File: config.mk
export PLATFORM = sky130hd
export DESIGN_NAME = mac_seq_flat
export DESIGN_NICKNAME = d
export VERILOG_FILES = /design/src/rtl/mac_pkg.sv /design/src/rtl/mac_seq_if.sv /design/src/rtl/pbit_sat.sv /design/src/rtl/mac_seq.sv /design/src/flat_wrapper.sv
export SDC_FILE = /design/constraint.sdc
export NUM_CORES = 1
export LEC_CHECK = 0
export ABC_AREA = 1
export CORE_MARGIN = 2
export CORE_UTILIZATION = 30
export DETAILED_ROUTE_END_ITERATION = 10
export HOLD_SLACK_MARGIN = 0.08
export PLACE_DENSITY = 0.54
export SYNTH_ARGS = -nofsm -noshare
export SYNTH_HDL_FRONTEND = slang
export SYNTH_SLANG_ARGS = --single-unit
File: constraint.sdc
create_clock -name clk -period 3.37 [get_ports clk]
set_input_delay 0.674 -clock clk [delete_from_list [all_inputs] [get_ports clk]]
set_output_delay 0.674 -clock clk [all_outputs]
set_load 0.05 [all_outputs]
File: src/rtl/mac_pkg.sv
// Shared definitions for the mac_seq multiply-accumulate block.
//   mac_state_e : FSM state encoding (IDLE, ACCUM, SCALE).
//   acc_width() : accumulator width that cannot overflow for a given
//                 weight width and neighbour count.
package mac_pkg;

    typedef enum logic [1:0] {
        ST_IDLE  = 2'd0,
        ST_ACCUM = 2'd1,
        ST_SCALE = 2'd2
    } mac_state_e;

    // Bias plus up to n terms of magnitude <= 2^(wp-1) fit in wp + clog2(n+1)
    // bits; one extra bit is kept so negating the most negative weight is exact.
    function automatic int acc_width(input int wp, input int n);
        return wp + $clog2(n + 1) + 1;
    endfunction

endpackage

File: src/rtl/mac_seq_if.sv
// Request/result bundle for mac_seq.
//   start     : requester -> mac_seq, ask for one evaluation
//   p_in      : requester -> mac_seq, p-bits (1 = +1, 0 = -1)
//   I_0       : requester -> mac_seq, unsigned fixed-point scale
//   busy      : mac_seq -> requester, evaluation in progress
//   out_valid : mac_seq -> requester, one-cycle pulse with a new out
//   out       : mac_seq -> requester, signed saturated result
//   state     : mac_seq -> observer, current FSM state (debug)
//
// Handshake: busy acts as an inverted ready. A request is taken on a rising
// edge where start=1 and busy=0; p_in and I_0 are captured on that same edge
// and may change freely afterwards. start while busy=1 is dropped, not queued.
// out is valid on every cycle out_valid=1 and holds until the next result.
interface mac_seq_if
    import mac_pkg::*;
#(
    parameter int N_NEIGHBORS      = 4,
    parameter int I0_WIDTH         = 4,
    parameter int WEIGHT_PRECISION = 6
) ();

    logic                               start;
    logic        [N_NEIGHBORS-1:0]      p_in;
    logic        [I0_WIDTH-1:0]         I_0;
    logic                               busy;
    logic                               out_valid;
    logic signed [WEIGHT_PRECISION-1:0] out;
    mac_state_e                         state;

    modport master (
        output start, p_in, I_0,
        input  busy, out_valid, out, state
    );

    modport slave (
        input  start, p_in, I_0,
        output busy, out_valid, out, state
    );

endinterface

File: src/rtl/pbit_sat.sv
// Signed saturation from IN_W bits down to WEIGHT_PRECISION bits.
//   in_v  : signed value to clamp
//   out_v : in_v clamped to [-2^(WP-1), 2^(WP-1)-1]
module pbit_sat #(
    parameter int IN_W             = 16,
    parameter int WEIGHT_PRECISION = 6
) (
    input  logic signed [IN_W-1:0]             in_v,
    output logic signed [WEIGHT_PRECISION-1:0] out_v
);

    localparam logic signed [IN_W-1:0] MAX_V =
        {{(IN_W - WEIGHT_PRECISION + 1){1'b0}}, {(WEIGHT_PRECISION - 1){1'b1}}};
    localparam logic signed [IN_W-1:0] MIN_V =
        {{(IN_W - WEIGHT_PRECISION + 1){1'b1}}, {(WEIGHT_PRECISION - 1){1'b0}}};

    always_comb begin
        out_v = in_v[WEIGHT_PRECISION-1:0];
        if (in_v > MAX_V) begin
            out_v = MAX_V[WEIGHT_PRECISION-1:0];
        end else if (in_v < MIN_V) begin
            out_v = MIN_V[WEIGHT_PRECISION-1:0];
        end
    end

endmodule

File: src/rtl/mac_seq.sv
// Sequential multiply-accumulate: out = sat(floor(I_0 * (H + sum(+/-W[i])) / 2^I0_FRAC)).
// One weight is folded in per cycle through a single shared adder.
//   clk   : rising-edge clock
//   rst_n : asynchronous active-low reset
//   bus   : request/result bundle (slave side), see mac_seq_if
module mac_seq
    import mac_pkg::*;
#(
    parameter int N_NEIGHBORS      = 4,
    parameter int WEIGHT_PRECISION = 6,
    parameter int I0_WIDTH         = 4,
    parameter int I0_FRAC          = 2,
    parameter logic signed [WEIGHT_PRECISION-1:0]             H = 6'd2,
    parameter logic [N_NEIGHBORS*WEIGHT_PRECISION-1:0]        W = {6'd1, 6'd1, 6'd1, 6'd3}
) (
    input  logic     clk,
    input  logic     rst_n,
    mac_seq_if.slave bus
);

    localparam int WP     = WEIGHT_PRECISION;
    localparam int ACC_W  = acc_width(WEIGHT_PRECISION, N_NEIGHBORS);
    localparam int IDX_W  = (N_NEIGHBORS > 1) ? $clog2(N_NEIGHBORS) : 1;
    localparam int PROD_W = ACC_W + I0_WIDTH + 1;
    localparam logic [IDX_W-1:0] LAST_IDX = IDX_W'(N_NEIGHBORS - 1);

    mac_state_e                state_q, state_d;
    logic [N_NEIGHBORS-1:0]    p_q, p_d;
    logic [I0_WIDTH-1:0]       i0_q, i0_d;
    logic signed [ACC_W-1:0]   acc_q, acc_d;
    logic [IDX_W-1:0]          idx_q, idx_d;
    logic signed [WP-1:0]      out_q, out_d;
    logic                      out_valid_q, out_valid_d;

    logic signed [WP-1:0]      w_sel;
    logic signed [ACC_W-1:0]   w_ext;
    logic signed [ACC_W-1:0]   addend;
    logic signed [ACC_W-1:0]   acc_sum;
    logic signed [ACC_W-1:0]   h_ext;
    logic signed [PROD_W-1:0]  acc_ext;
    logic signed [PROD_W-1:0]  i0_ext;
    logic signed [PROD_W-1:0]  product;
    logic signed [PROD_W-1:0]  scaled;
    logic signed [WP-1:0]      sat_out;

    // Datapath: the weight is widened before negation so -(-2^(WP-1)) is exact.
    always_comb begin
        w_sel   = W[WP*idx_q +: WP];
        w_ext   = {{(ACC_W - WP){w_sel[WP-1]}}, w_sel};
        addend  = p_q[idx_q] ? w_ext : -w_ext;
        acc_sum = acc_q + addend;
        h_ext   = {{(ACC_W - WP){H[WP-1]}}, H};
        acc_ext = {{(PROD_W - ACC_W){acc_q[ACC_W-1]}}, acc_q};
        i0_ext  = {{(PROD_W - I0_WIDTH){1'b0}}, i0_q};
        product = acc_ext * i0_ext;
        // Arithmetic shift floors toward minus infinity.
        scaled  = product >>> I0_FRAC;
    end

    pbit_sat #(
        .IN_W             (PROD_W),
        .WEIGHT_PRECISION (WP)
    ) u_sat (
        .in_v  (scaled),
        .out_v (sat_out)
    );

    always_comb begin
        state_d     = state_q;
        p_d         = p_q;
        i0_d        = i0_q;
        acc_d       = acc_q;
        idx_d       = idx_q;
        out_d       = out_q;
        out_valid_d = 1'b0;
        case (state_q)
            ST_IDLE: begin
                if (bus.start) begin
                    p_d     = bus.p_in;
                    i0_d    = bus.I_0;
                    acc_d   = h_ext;
                    idx_d   = '0;
                    state_d = ST_ACCUM;
                end
            end
            ST_ACCUM: begin
                acc_d = acc_sum;
                if (idx_q == LAST_IDX) begin
                    idx_d   = '0;
                    state_d = ST_SCALE;
                end else begin
                    idx_d = idx_q + 1'b1;
                end
            end
            ST_SCALE: begin
                out_d       = sat_out;
                out_valid_d = 1'b1;
                state_d     = ST_IDLE;
            end
            default: begin
                state_d = ST_IDLE;
            end
        endcase
    end

    always_ff @(posedge clk or negedge rst_n) begin
        if (!rst_n) begin
            state_q     <= ST_IDLE;
            p_q         <= '0;
            i0_q        <= '0;
            acc_q       <= '0;
            idx_q       <= '0;
            out_q       <= '0;
            out_valid_q <= 1'b0;
        end else begin
            state_q     <= state_d;
            p_q         <= p_d;
            i0_q        <= i0_d;
            acc_q       <= acc_d;
            idx_q       <= idx_d;
            out_q       <= out_d;
            out_valid_q <= out_valid_d;
        end
    end

    assign bus.busy      = (state_q != ST_IDLE);
    assign bus.out_valid = out_valid_q;
    assign bus.out       = out_q;
    assign bus.state     = state_q;

endmodule

File: src/flat_wrapper.sv
// flat-port wrapper written by rule: the top's interface ports become plain ports
module mac_seq_flat import mac_pkg::*;
#(
    parameter int N_NEIGHBORS      = 4,
    parameter int WEIGHT_PRECISION = 6,
    parameter int I0_WIDTH         = 4,
    parameter int I0_FRAC          = 2,
    parameter logic signed [WEIGHT_PRECISION-1:0]             H = 6'd2,
    parameter logic [N_NEIGHBORS*WEIGHT_PRECISION-1:0]        W = {6'd1, 6'd1, 6'd1, 6'd3}
)
  (clk, rst_n, bus_start, bus_p_in, bus_I_0, bus_busy, bus_out_valid, bus_out, bus_state);
  mac_seq_if #(.N_NEIGHBORS(N_NEIGHBORS), .I0_WIDTH(I0_WIDTH), .WEIGHT_PRECISION(WEIGHT_PRECISION)) bus_i ();
  input  logic clk;
  input  logic rst_n;
  input wire logic [$bits(bus_i.start)-1:0] bus_start;
  input wire logic [$bits(bus_i.p_in)-1:0] bus_p_in;
  input wire logic [$bits(bus_i.I_0)-1:0] bus_I_0;
  output wire logic [$bits(bus_i.busy)-1:0] bus_busy;
  output wire logic [$bits(bus_i.out_valid)-1:0] bus_out_valid;
  output wire logic [$bits(bus_i.out)-1:0] bus_out;
  output wire logic [$bits(bus_i.state)-1:0] bus_state;
  assign bus_i.start = bus_start;
  assign bus_i.p_in = bus_p_in;
  assign bus_i.I_0 = bus_I_0;
  assign bus_busy = bus_i.busy;
  assign bus_out_valid = bus_i.out_valid;
  assign bus_out = bus_i.out;
  assign bus_state = bus_i.state;
  mac_seq #(.N_NEIGHBORS(N_NEIGHBORS), .WEIGHT_PRECISION(WEIGHT_PRECISION), .I0_WIDTH(I0_WIDTH), .I0_FRAC(I0_FRAC), .H(H), .W(W)) u_core (.clk(clk), .rst_n(rst_n), .bus(bus_i));
endmodule
After elaboration in Yosys (flattened, before gate mapping). Index checks and enable logic that the tools add are counted.

Bits in registers: 29. Word-level logic and storage cells: 41. Bits of input ports: 11. Output and inout port bits: 10.

$mul: 2. Magnitude comparators: 3. Muxes and demuxes: 14. Shift-type cells: 1. Add/subtract/negate cells: 3. Equality and inequality tests: 5. Reduce and logical (&&, ||, !) cells: 6.

Operators by type and width (count): $shiftx 24x6->6 const A (1); $mux 10 (2); $pmux 10 s2 (1); $mul 10x5->15 (1); $gt 13x6->1 const B (1); $lt 13x6->1 const B (1); $mux 6 (2); $add 10x10->10 (1); $neg 6->10 (1); $mux 2 (4); $pmux 2 s2 (2); $reduce_and 2->1 (3); $eq 2x2->1 const B (2); $mul 2x2->4 const A (1); $reduce_bool 2->1 (2); $lt 2x3->1 const B (1); $add 2x1->2 const B (1); $bmux 1 s2 (1); $eq 2x1->1 const B (1); $logic_not 2->1 (1); $mux 1 (2); $ne 2x1->1 const B (1); $ne 2x2->1 const B (1).

Longest topological paths before layout.
Depth after elaboration: 6. Depth in mapped cells: 22. Mapped depth without buffers: 21.

By module. A second synthesis with hierarchy kept.

Cell total of the unflattened synthesis: 495. Area, all modules: 3427.0 µm².

By module, submodules not included: mac_seq (instances 1, area an instance 3314.4 µm², cells each 468); pbit_sat (instances 1, area an instance 112.6 µm², cells each 27).

Worst setup path after synthesis. Ideal clock, no wire load.

Path kind: reg-to-reg. Start: register u_core.i0_q[2]. End: register u_core.out_q[0], in the netlist u_core.bus.out[0]. Arrival time: 3474 ps. Path buffers: 1. Data required time: 3243 ps. Clock period less this slack: 3601 ps. Library setup time: 127 ps. Slack: -231 ps. Stages on the path, launching flop included: 20. Cell sequence: dfrtp_1 > clkbuf_1 > nand2_1 > inv_1 > ha_1 > fa_1 > inv_1 > fa_1 > inv_1 > ha_1 > nand2_1 > inv_1 > a21oi_1 > nand3_1 > nand2_1 > nand2_1 > nor2_2 > nand3_2 > a21oi_4 > a21oi_2.

Word-level cells in the longest chain between the ends: 4. Elaborated cells between the ends (all ways): 5.

RTL lines: from (decl) (RTL line mac_seq.sv:29) `logic [I0_WIDTH-1:0] i0_q, i0_d;`; from (signal assigned) (RTL line mac_seq.sv:118) `i0_q <= i0_d;`; $mul 10x5->15 (*) (RTL line mac_seq.sv:55) `product = acc_ext * i0_ext;`; $lt 13x6->1 (RTL line pbit_sat.sv:21) `end else if (in_v < MIN_V) begin`; $mux 6 (RTL line pbit_sat.sv:21); $mux 6 (*) (RTL line pbit_sat.sv:19) `if (in_v > MAX_V) begin`; to (signal assigned) (RTL line mac_seq.sv:121) `out_q <= out_d;`; to (decl) (RTL line mac_seq.sv:32) `logic signed [WP-1:0] out_q, out_d;`.

Every way passes the cells marked *; elsewhere a longest branch is shown, timed or not. A chain may end at the register's enable or synchronous reset.

Worst setup path after layout.
Start: register u_core.i0_q[3]. End: register u_core.out_q[0], in the netlist u_core.bus.out[0].

The elaborated chain is that of the path after synthesis.

==> out/metrics.cfg <==
[status]
status = finished, violations left
violations = negative setup slack

[timing]
clock_skew_ns = 0.00550
setup_viol = 6
setup_tns_ns = -0.823
timing.slew.headroom = 0.544
fmax_ghz = 0.283
fin_hold_ws_ns = 0.485
hold_viol = 0
fin_crit_sh = 1.05
fin_crit_ns = 3.53
finalMaxSlewViolations = 0
postLayoutSetupSlackWorst_ns = -0.163
tightest_slew_ns = 0.681
rsz0062_at_grt = true

[cells_and_area]
n_antenna_cell = 0
final_cell_mix = nand2_1, inv_1, buf_4, nand2_2
drive_gt1_frac = 0.295
nFillCells = 1138
multi_input_area_sq_um = 2770
post-route-util = 0.424
regArea_sq_um = 729
syn_to_final_growth_pct = 38.9
final_common_cell = nand2_1
nNetsFinal = 642

[detailed_routing]
wl_per_cell_microns = 11.5
ant_nets = 0
drt-total-wl_microns = 8250
vias_per_cell = 4.44
drc = 0
drtIter0Drc = 113
drt_first_pass_iters = 4
vias = 3174

[floorplanning]
boundaryPins = 21
initial_core_util = 0.305
die_h_microns = 112
coreArea_sq_um = 11400
die_w_microns = 112
rows = 39
die-area_sq_um = 12500

[synth]
seq_area_frac_synth = 0.209
synth.distinct_cells = 33
avgSynthCellArea_sq_um = 6.88
synth_seq_cells = 29
synth_warnings = 0
syn-num-nets = 575
syn_inst = 505
synth_area_sq_um = 3470

[global_routing]
grt-ovfl-total = 0
grt_pass1_vias = 3174
grt_antenna_before_repair = 0
grt_pass1_wl_microns = 14200
grt_max_degree = 30
grt_use_total = 0.136

[cts]
cts.sinks = 29
root_buffer = clkbuf_16
htree_levels = 2
clock_path_buffers = 2
clock_latency_ns = 0.28
ctsHoldBuffers = 0
numCtsBuffers = 5
cts.clk_slew.worst_paths_ns = 0.05
cts_tree = built

[place]
place_ws_ns = -0.366
place_hpwl_microns = 6660
place_congestion = 0.879
portBuffers = 20

[setup_path]
criticalPathCategory = reg2reg
worst_r2r_endpoint = u_core.bus.out[0]
r2r-start = u_core.i0_q[3]
crit_end = u_core.bus.out[0]
worstRegToRegCells = 21
worstSetupStartpoint = u_core.i0_q[3]
critPathMaxFanout = 7
cp-end-kind = flop
reg2reg_slack_ns = -0.16
worstSetupStartpointType = flop
worstPathRequired_ns = 3.58
critPathArrivalTime_ns = 3.74

[hold_path]
hold_class = reg2reg
hp-start = u_core.p_q[0]

[flow_run]
maxCapViolations = 0

## kinds of logic (layout without fill, tap and decap cells)
group,count (synthesis),after routing,synth area share
simple gates,244,244,0.288
buf+inv,119,186,0.129
fa+ha+maj,59,59,0.260
compound gates,45,45,0.0857
flops,29,29,0.209
xor+xnor,9,9,0.0281
## flip-flops by register name (all words and copies together) (netlist names)
register              flops
u_core.p_q                4
u_core.bus.state          2
u_core.acc_q             10
u_core.i0_q               4
u_core.idx_q              2
u_core.bus.out            6
u_core.bus.out_valid      1
## synth_stat cells
library cell / number / area (sq um)
nor2_2: 2 / 12.5
ha_1: 37 / 463
nand4_1: 3 / 18.8
a21o_1: 2 / 15.0
or2_1: 1 / 6.26
a22oi_1: 1 / 7.51
clkinv_1: 1 / 3.75
inv_1: 107 / 402
xnor2_4: 1 / 27.5
buf_2: 2 / 10.0
a21oi_2: 5 / 43.8
nand3_2: 1 / 10.0
dfrtp_1: 29 / 726
a21oi_4: 3 / 48.8
a21oi_1: 14 / 70.1
nand2_4: 1 / 11.3
a31oi_1: 1 / 6.26
fa_1: 22 / 440
xor2_1: 7 / 61.3
nor2_1: 26 / 97.6
clkbuf_1: 4 / 15.0
o211ai_1: 1 / 7.51
a32o_1: 1 / 10.0
nand3_1: 24 / 120
o21ai_0: 15 / 75.1
xnor2_1: 1 / 8.76
nand3b_1: 1 / 7.51
o2111ai_1: 1 / 8.76
nand2_1: 178 / 668
inv_2: 5 / 18.8
nand2_2: 6 / 37.5
o21ai_1: 1 / 5.00
nor3_2: 1 / 10.0
## how the worst min path moves through the flow
| stage | depth (start not counted) | slack [ns] | endpoint |
|---|---|---|---|
| finish | 2 | 0.49 | u_core.p_q[0] |
| CTS | 2 | 0.49 | u_core.p_q[0] |
| global placement | 2 | 0.47 | u_core.bus.out[5] |
| detailed placement | 2 | 0.47 | u_core.p_q[0] |
| global route | 2 | 0.50 | u_core.p_q[0] |
| floorplan | 0 | 0.38 | u_core.acc_q[0] |
## final cells by class
cell class	instances	area share
sequential	29	0.151
timing repair buffer	66	0.116
clock buffer	5	0.0259
clock inverter	2	0.00726
multi-input combinational	357	0.574
inverter	113	0.0879
tap	143	0.0371
## worst max-delay path, cell delays in order (launching register included)
cell	delay (ns)
dfrtp_2	0.47
buf_6	0.16
nand2_2	0.05
inv_2	0.04
ha_4	0.21
fa_1	0.51
inv_2	0.04
fa_1	0.51
inv_2	0.04
ha_4	0.24
nand2_4	0.09
inv_2	0.05
a21oi_4	0.19
buf_4	0.13
nand3_1	0.07
nand2_1	0.07
nand2_1	0.05
nor2_1	0.08
nand3_1	0.12
nand2_4	0.14
nand2_1	0.07
a21oi_2	0.12
## timing repair
| item | CTS | global route |
|---|---|---|
| setup endpoints to repair | 6 | 6 |
| gates resized for setup | 45 | 37 |
| setup buffers | 6 | 2 |
| pin swaps | 30 | 41 |
## stage by stage
step,area (sq um),cells
6_report,4820,715
5_1_grt,4820,715
2_1_floorplan,3690,505
3_5_place_dp,4310,700
4_1_cts,4680,713
3_3_place_gp,4310,700
## layer usage
layer	global-route usage	part of all wire
met1	0.182	0.48
met2	0.223	0.47
met3	0.0223	0.018
met4	0.0494	0.028
met5	0	0
Power is left out: the tool's default activity adds up to more than one toggle a clock period on the data nets, which glitch-free logic cannot reach.
